**src/rtl/mvm_frame_ctrl.sv**
```systemverilog
// Frame sequencer between the UART byte streams and the MVM core.
// Optional inter-byte timeout: define MVM_FRAME_CTRL_TIMEOUT_EN.
module mvm_frame_ctrl #(
    parameter int R              = 4,
    parameter int C              = 4,
    parameter int W_X            = 4,
    parameter int W_K            = 2,
    parameter int W_Y_OUT        = 10,
    parameter int BITS_PER_WORD  = 8,
    parameter int TIMEOUT_CYCLES = 4096
) (
    input  logic                             clk,
    input  logic                             rstn,
    input  logic                             s_valid,
    input  logic [BITS_PER_WORD-1:0]         s_data,
    output logic                             s_ready,
    output logic [R*C*W_K+C*W_X-1:0]         mvm_kx,
    output logic                             mvm_start,
    input  logic                             mvm_done,
    input  logic [R*W_Y_OUT-1:0]             mvm_y,
    output logic                             m_valid,
    output logic [BITS_PER_WORD-1:0]         m_data,
    input  logic                             m_ready,
    output logic                             busy,
    output logic                             overrun
);

    localparam int BW         = BITS_PER_WORD;
    localparam int W_BUS_KX   = R*C*W_K + C*W_X;
    localparam int W_BUS_Y    = R*W_Y_OUT;
    localparam int N_WORDS_KX = W_BUS_KX / BW;
    localparam int N_WORDS_Y  = W_BUS_Y / BW;
    localparam int CW = (N_WORDS_KX > 1) ? $clog2(N_WORDS_KX) : 1;
    localparam int IW = (N_WORDS_Y > 1) ? $clog2(N_WORDS_Y) : 1;

    if (W_BUS_KX % BITS_PER_WORD != 0) begin : g_kx_chk
        $error("W_BUS_KX must be a multiple of BITS_PER_WORD");
    end
    if (W_BUS_Y % BITS_PER_WORD != 0) begin : g_y_chk
        $error("W_BUS_Y must be a multiple of BITS_PER_WORD");
    end
    if (TIMEOUT_CYCLES < 2) begin : g_tmo_chk
        $error("TIMEOUT_CYCLES must be at least 2");
    end

    typedef enum logic [1:0] {
        S_RECV,
        S_START,
        S_WAIT,
        S_SEND
    } state_t;

    state_t              r_state;
    state_t              w_next;
    logic [CW-1:0]       r_cnt;
    logic [IW-1:0]       r_idx;
    logic [W_BUS_KX-1:0] r_kx;
    logic [W_BUS_Y-1:0]  r_y;
    logic                r_overrun;

    logic                w_acc;
    logic                w_last_kx;
    logic                w_xfer;
    logic                w_last_y;
    logic                w_tmo;
    logic [BW-1:0]       w_mdata;

    assign w_acc     = s_valid && (r_state == S_RECV);
    assign w_last_kx = (r_cnt == CW'(N_WORDS_KX - 1));
    assign w_xfer    = (r_state == S_SEND) && m_ready;
    assign w_last_y  = (r_idx == IW'(N_WORDS_Y - 1));

`ifdef MVM_FRAME_CTRL_TIMEOUT_EN
    localparam int TW = $clog2(TIMEOUT_CYCLES);
    logic [TW-1:0] r_tmo;

    // Idle counter only runs while a partial frame is pending.
    assign w_tmo = (r_state == S_RECV) && (r_cnt != '0) && !s_valid
                && (r_tmo == TW'(TIMEOUT_CYCLES - 1));

    always_ff @(posedge clk or negedge rstn) begin
        if (!rstn) begin
            r_tmo <= '0;
        end else if ((r_state != S_RECV) || (r_cnt == '0) || w_acc || w_tmo) begin
            r_tmo <= '0;
        end else begin
            r_tmo <= r_tmo + TW'(1);
        end
    end
`else
    assign w_tmo = 1'b0;
`endif

    always_ff @(posedge clk or negedge rstn) begin
        if (!rstn) begin
            r_state <= S_RECV;
        end else begin
            r_state <= w_next;
        end
    end

    always_comb begin
        w_next    = r_state;
        s_ready   = 1'b0;
        mvm_start = 1'b0;
        m_valid   = 1'b0;
        unique case (r_state)
            S_RECV: begin
                s_ready = 1'b1;
                if (w_acc && w_last_kx) w_next = S_START;
            end
            S_START: begin
                mvm_start = 1'b1;
                w_next    = S_WAIT;
            end
            S_WAIT: begin
                if (mvm_done) w_next = S_SEND;
            end
            S_SEND: begin
                m_valid = 1'b1;
                if (w_xfer && w_last_y) w_next = S_RECV;
            end
            default: w_next = S_RECV;
        endcase
    end

    always_ff @(posedge clk or negedge rstn) begin
        if (!rstn) begin
            r_cnt <= '0;
        end else if (w_acc) begin
            r_cnt <= w_last_kx ? '0 : r_cnt + CW'(1);
        end else if (w_tmo) begin
            r_cnt <= '0;
        end
    end

    // Lanes are written in place so the bus holds between frames.
    always_ff @(posedge clk or negedge rstn) begin
        if (!rstn) begin
            r_kx <= '0;
        end else begin
            for (int i = 0; i < N_WORDS_KX; i++) begin
                if (w_acc && (r_cnt == CW'(i))) begin
                    r_kx[i*BW +: BW] <= s_data;
                end
            end
        end
    end

    always_ff @(posedge clk or negedge rstn) begin
        if (!rstn) begin
            r_y <= '0;
        end else if ((r_state == S_WAIT) && mvm_done) begin
            r_y <= mvm_y;
        end
    end

    always_ff @(posedge clk or negedge rstn) begin
        if (!rstn) begin
            r_idx <= '0;
        end else if (w_xfer) begin
            r_idx <= w_last_y ? '0 : r_idx + IW'(1);
        end
    end

    always_ff @(posedge clk or negedge rstn) begin
        if (!rstn) begin
            r_overrun <= 1'b0;
        end else if (s_valid && (r_state != S_RECV)) begin
            r_overrun <= 1'b1;
        end
    end

    always_comb begin
        w_mdata = '0;
        for (int i = 0; i < N_WORDS_Y; i++) begin
            if (r_idx == IW'(i)) w_mdata = r_y[i*BW +: BW];
        end
    end

    assign m_data  = w_mdata;
    assign mvm_kx  = r_kx;
    assign overrun = r_overrun;
    assign busy    = (r_state != S_RECV) || (r_cnt != '0);

endmodule

```
**config.mk**
```make
export PLATFORM = sky130hd
export DESIGN_NAME = mvm_frame_ctrl
export DESIGN_NICKNAME = d
export VERILOG_FILES = /design/src/rtl/mvm_frame_ctrl.sv
export SDC_FILE = /design/constraint.sdc
export NUM_CORES = 1
export LEC_CHECK = 0
export ABC_AREA = 1
export BUFFER_PORTS_ARGS = -buffer_cell sky130_fd_sc_hd__buf_2
export CELL_PAD_IN_SITES_DETAIL_PLACEMENT = 0
export CELL_PAD_IN_SITES_GLOBAL_PLACEMENT = 1
export CORE_MARGIN = 4
export CORE_UTILIZATION = 30
export CTS_CLUSTER_DIAMETER = 150
export DETAILED_ROUTE_END_ITERATION = 10
export HOLD_SLACK_MARGIN = 0.15
export PLACE_DENSITY = 0.64
export SYNTH_ARGS = -nofsm -noshare
export SYNTH_HDL_FRONTEND = slang
export SYNTH_SLANG_ARGS = --single-unit
```
**constraint.sdc**
```tcl
create_clock -name clk -period 2.6 [get_ports clk]
set_clock_uncertainty 0.2 [all_clocks]
set_input_delay 0.78 -clock clk [delete_from_list [all_inputs] [get_ports clk]]
set_output_delay 0.78 -clock clk [all_outputs]
set_load 0.005 [all_outputs]
```
==> metrics, run 1 <==
status=finished with violations; failing checks=setup timing; number of I/O port buffers=~110; Nets=639; mean area per synthesized cell=9.638 µm²; layout cells sized above 1=a little over 40%; RSZ-0062 raised after global routing=yes; crit-path most repeated cell=nand2_1; Hold-fix buffers, CTS=0; crit path DAT=1.75 ns; CP cell instances=buf_6 > ha_4 > buf_8 > nor2_2 > nand2_1 > nand2_1 > nand2_1 > nand2_1 > nand2_1 > nand2_1 > buf_2; Slew Limit Fails=0; hpwl dp=8689 µm; FMAX=366.2 MHz; Max-slew headroom=between 60 and 70%; clk root buf=clkbuf_16; Skew-Pair Late Insertion Delay=0.35 ns; fin crit share=105.0%; area leader, netlist=dfrtp_1; CTS tree=built; worst-path fanout max=8; PD cells=1228 nW/µm²; Worst Setup Path Type=flop to primary output; Setup WS post-layout=-0.1311 ns; maximum vdd drop=0.5467 mV; CP Capture Type=primary output; Layout area overhead=30.57%; # clock sinks=97; hold_ws=0.2043 ns; CP top delay family=flip-flops; core box area=approximately 14000 µm²; Tmin final=2.731 ns; total CTS buffers=9; Via density=between 4 and 5; num rows=43; Boundary Pins=114; final RePlAce weighted congestion=slightly below 0.8; clock slew at reported path FFs=0.06 ns; final hold vios=0; kind of start point of the critical path=flop; Antenna Cells=0; Tightest Hold Check Type=input port to async pin; DRC viols=0; Post-Syn Nets=517; Required @ worst endpoint=1.62 ns; top cell type's share of synthesized area=55.48%; Area after DPL=a little over 5000 µm²; initial antenna violation count=0; Tightest Pin Transition=0.5177 ns; setup TNS=-0.9365 ns; Distinct cells, synth=24; slowest stage delay, CP=between 0.4 and 0.5 ns; Leakage=2.985 nW; commonest non-fill, non-tap cell in the layout=nand2_1; Initial Util=about 31%; Mapped Cells=454; Routed WL per cell=15.24 µm; die height=128.8 µm; largest net degree at the start of global routing=49; commonest non-fill, non-tap cells in the layout=nand2_1 (130), buf_2 (112), dfrtp_1 (95); clk buf depth=2; CP bufs+invs=3; number of global-route vias before repair=3643; largest cells by area after synthesis=dfrtp_1 (55%), nand2_1 (12%), mux2_2 (8.2%), inv_1 (3.4%), o21ai_2 (3.2%); H-Tree Depth=3; post-route design area=5713 µm²; die area=16580 µm²; Post-Syn Area=4375 µm²; Ys Warns=0; final number of setup-violating endpoints=8; GRT Overall Usage=14.88%; WL final=11580 µm; 1st-iter DRT viols=140; CP max-delay cell=dfrtp_2; sequential element share of the synthesized area=55.48%; first-pass GRT wire length=19240 µm; GRT overflow=0; Routed Antenna Nets=0; die width=128.8 µm; max cap viols=0; drt pass-1 iters=4; number of synthesized register bits=97; Via Count=roughly 3.4k; R2R setup slack=0.61 ns
## Yosys cell counts, drive strengths merged
| cell | n |
|---|---|
| o21ai | 51 |
| a21o | 1 |
| ha | 10 |
| buf | 15 |
| nor2 | 39 |
| clkbuf | 1 |
| nand3 | 14 |
| a21oi | 9 |
| nand2 | 142 |
| o22ai | 1 |
| dfrtp | 97 |
| inv | 40 |
| o211a | 1 |
| xor2 | 1 |
| mux2 | 32 |
## final timing paths
path	startpoint	cells past startpoint	to
worst min register to register	overrun$_DFFE_PN0P_	1	overrun$_DFFE_PN0P_
worst min-delay path	rstn	1	r_y[16]$_DFFE_PN0P_
min in group clk	overrun$_DFFE_PN0P_	1	overrun$_DFFE_PN0P_
max in group asynchronous	rstn	2	r_y[26]$_DFFE_PN0P_
worst max-delay path	r_idx[0]$_DFFE_PN0N_	11	m_data[6]
worst max register to register	r_state[0]$_DFFE_PN0P_	9	r_state[0]$_DFFE_PN0P_
## where the power goes
part	switching, mW	total, mW	internal (mW)
Combinational	1.54	2.91	1.37
Clock	0.575	1.47	0.892
Sequential	0.425	2.64	2.22
Total	2.54	7.02	4.48
## logic make-up (layout without fill, tap and decap cells)
logic type      after synthesis  in the layout  share of synthesized area [%]
flops                        97             97                          55.48
mux                          32             32                          8.236
xor+xnor                      1              1                         0.2002
fa+ha+maj                    10             10                          2.860
simple gates                195            195                          18.44
compound gates               63             63                          8.779
buf+inv                      56            182                          6.005
## timing repair
| item | 4_1_cts | 5_1_grt |
|---|---|---|
| pin swaps | 12 | 8 |
| endpoints found under the hold margin | 0 | 0 |
| buffers inserted | 3 | 0 |
| resized for setup | 35 | 13 |
| cloned | 1 | 0 |
| setup endpoints to repair | 8 | 8 |
## area by class of cell
cell class                 count  area (µm²)
clock buffer                  11       252.7
sequential                    97        2430
timing repair buffer         127       770.7
multi-input combinational    301        1803
tap                          180       225.2
fill                        1461        8383
inverter                      40       155.1
clock inverter                 4       76.32
## routing by layer
metal  vias up  wire length (µm)  global-route usage [%]
met1      1646              4854                   17.87
met3        13              1040                   6.932
met4         0               116                   2.965
li1       1690                 -                       -
met5         -                 0                       0
met2        91              5568                   24.66
## sequential cells by signal, indices dropped and copies added (netlist names)
register and cells:
overrun 1, r_y 40, r_idx 3, r_cnt 3
mvm_kx 48, r_state 2
## stage by stage
step	utilization (%)	instances	power, mW	setup WS [ns]
after floorplan	-	454	4.214	0.1471
after global placement	36.86	741	5.270	0.1526
after detailed placement	36.86	741	5.333	0.1189
after CTS	40.25	760	7.036	-0.1508
after global routing	40.53	760	7.630	-0.2767
final	40.53	760	7.016	-0.1311
No activity file was read; power rests on OpenSTA's default activity.
==> run 2, diff against run 1 <==
REMOVE_ABC_BUFFERS = 1   (was unset)
==> run 2 against run 1 <==
The run still ends with setup timing left. Largest power group unchanged. Routed wire length shrank 4.5%. Setup slack lost 0.023 ns. Sequential power is essentially flat.
==> metrics, run 2 (same netlist as run 1, synthesis figures left out) <==
fin crit share=105.9%; Skew-Pair Late Insertion Delay=0.35 ns; FMAX=363.1 MHz; Required @ worst endpoint=about 1.6 ns; worst-path fanout max=8; layout cells sized above 1=38.69%; Tmin final=2.754 ns; FILL cells=1444; hold_ws=0.2449 ns; Routed WL per cell=14.57 µm; first-pass GRT wire length=18220 µm; Seq pwr share=38.9%; Routed Antenna Nets=0; num rows=43; # clock sinks=97; switching power=2.535 mW; Reg area=2430 µm²; clock power share=around a fifth; PD cells=roughly 1200 nW/µm²; Sw Share=37.44%; post-route design area=~5600 µm²; Initial Util=31.04%; Tightest Hold Check Type=input port to async pin; Leakage=~2.9 nW; kind of start point of the critical path=flop; number of I/O port buffers=113; final RePlAce weighted congestion=between 0.8 and 0.9; die area=about 17000 µm²; Worst Setup Path Type=flop to primary output; status=finished with violations; clock slew at reported path FFs=0.07 ns; Placed Instances=between 700 and 800; CTS tree=built; Final Util=39.71%; commonest non-fill, non-tap cell in the layout=nand2_1; multi-input logic area=1760 µm²; Nets=637; Hold-fix buffers, CTS=0; CP Capture Type=primary output; overall power=6.771 mW; drt pass-1 iters=4; Via density=around 4.6; Setup WS post-layout=-0.1541 ns; Largest register FFs=48; hpwl dp=7831 µm; WL final=approximately 11000 µm; number of global-route vias before repair=3664; die width=128.8 µm; core box area=14100 µm²; Gate power share=41.4%; Area after DPL=5169 µm²; total CTS buffers=9; crit path DAT=around 1.8 ns; final hold vios=0; slowest stage delay, CP=0.42 ns; internal power=between 4 and 5 mW; CP max-delay cell=dfrtp_1; RSZ-0062 raised after global routing=yes; Max-slew headroom=between 60% and 70%; Tightest Pin Transition=about 0.56 ns; Slew Limit Fails=0; CP bufs+invs=3; CP cell instances=inv_2 > ha_2 > inv_1 > nor2_4 > nand2_1 > nand2_2 > nand2_2 > nand2_1 > nand2_2 > nand2_1 > buf_2; Via Count=3458; clk buf depth=2; DRC viols=0; H-Tree Depth=3; initial antenna violation count=0; CP top delay family=simple AND/OR/NAND/NOR gates; maximum vdd drop=0.5068 mV; Antenna Cells=0; GRT Overall Usage=between 10 and 15%; commonest non-fill, non-tap cells in the layout=nand2_1 (125), buf_2 (112), dfrtp_1 (95); max cap viols=0; Boundary Pins=114; final number of setup-violating endpoints=8; GRT overflow=0; 1st-iter DRT viols=approximately 150; die height=128.8 µm; largest net degree at the start of global routing=98; clk root buf=clkbuf_16; failing checks=setup timing; Non-Filler Instances=759; Layout area overhead=27.94%
-- run 2: timing repair --
item	CTS	global route
pin swaps	3	13
endpoints found under the setup margin	8	8
buffers inserted	2	1
gates resized for setup	12	18
cloned	1	0
-- run 2: path summary, 6_finish.rpt --
path                                   startpoint                     end  slack [ns]  cells after the start
min in group clk              overrun$_DFFE_PN0P_     overrun$_DFFE_PN0P_        0.27                      1
max                          r_idx[1]$_DFFE_PN0N_               m_data[1]       -0.15                     11
max reg2reg                r_state[0]$_DFFE_PN0P_  r_state[1]$_DFFE_PN0P_        0.57                      9
max in group asynchronous                    rstn    r_idx[2]$_DFFE_PN0N_        1.47                      2
min reg2reg                   overrun$_DFFE_PN0P_     overrun$_DFFE_PN0P_        0.27                      1
min                                          rstn     r_y[12]$_DFFE_PN0P_        0.24                      2
-- run 2: power groups by stage --
stage / Clock, mW / Sequential, mW / Combinational, mW
final: 1.33 / 2.64 / 2.80
after global routing: 1.46 / 2.73 / 3.21
after CTS: 1.39 / 2.63 / 2.78
after detailed placement: 0 / 2.64 / 2.68
after global placement: 0 / 2.62 / 2.62
after floorplan: 0 / 2.58 / 1.58
-- run 2: through the flow --
step / worst slack, ns / TNS [ns]
6_report: -0.1541 / -1.064
5_1_grt: -0.3070 / -2.285
4_1_cts: -0.1827 / -1.241
3_5_place_dp: 0.1467 / 0
3_3_place_gp: 0.1944 / 0
2_1_floorplan: 0.1510 / 0
-- run 2: layer usage --
metal / vias up / global-route usage, % / part of all wire (%)
li1: 1686 / - / -
met1: 1670 / 16.25 / 43
met2: 92 / 23.60 / 47
met3: 10 / 6.227 / 8.7
met4: 0 / 2.965 / 0.82
met5: - / 0 / 0
-- run 2: worst register-to-register path: stages, from the launching register on --
cell     delay, ns
dfrtp_1       0.42
inv_1         0.10
ha_1          0.28
nand2_4       0.13
nor2_4        0.12
nand2_2       0.27
nand2_1       0.21
nand2_1       0.09
nand2_1       0.07
nand2_1       0.04
-- run 2: final cells by class --
| class | instances | share of cell area (%) |
|---|---|---|
| multi-input cells | 301 | 31.45 |
| clock inverters | 6 | 1.051 |
| inverters | 40 | 2.727 |
| well taps | 180 | 4.023 |
| repair buffers | 125 | 13.08 |
| clock buffers | 10 | 4.269 |
| flip-flops and latches | 97 | 43.41 |
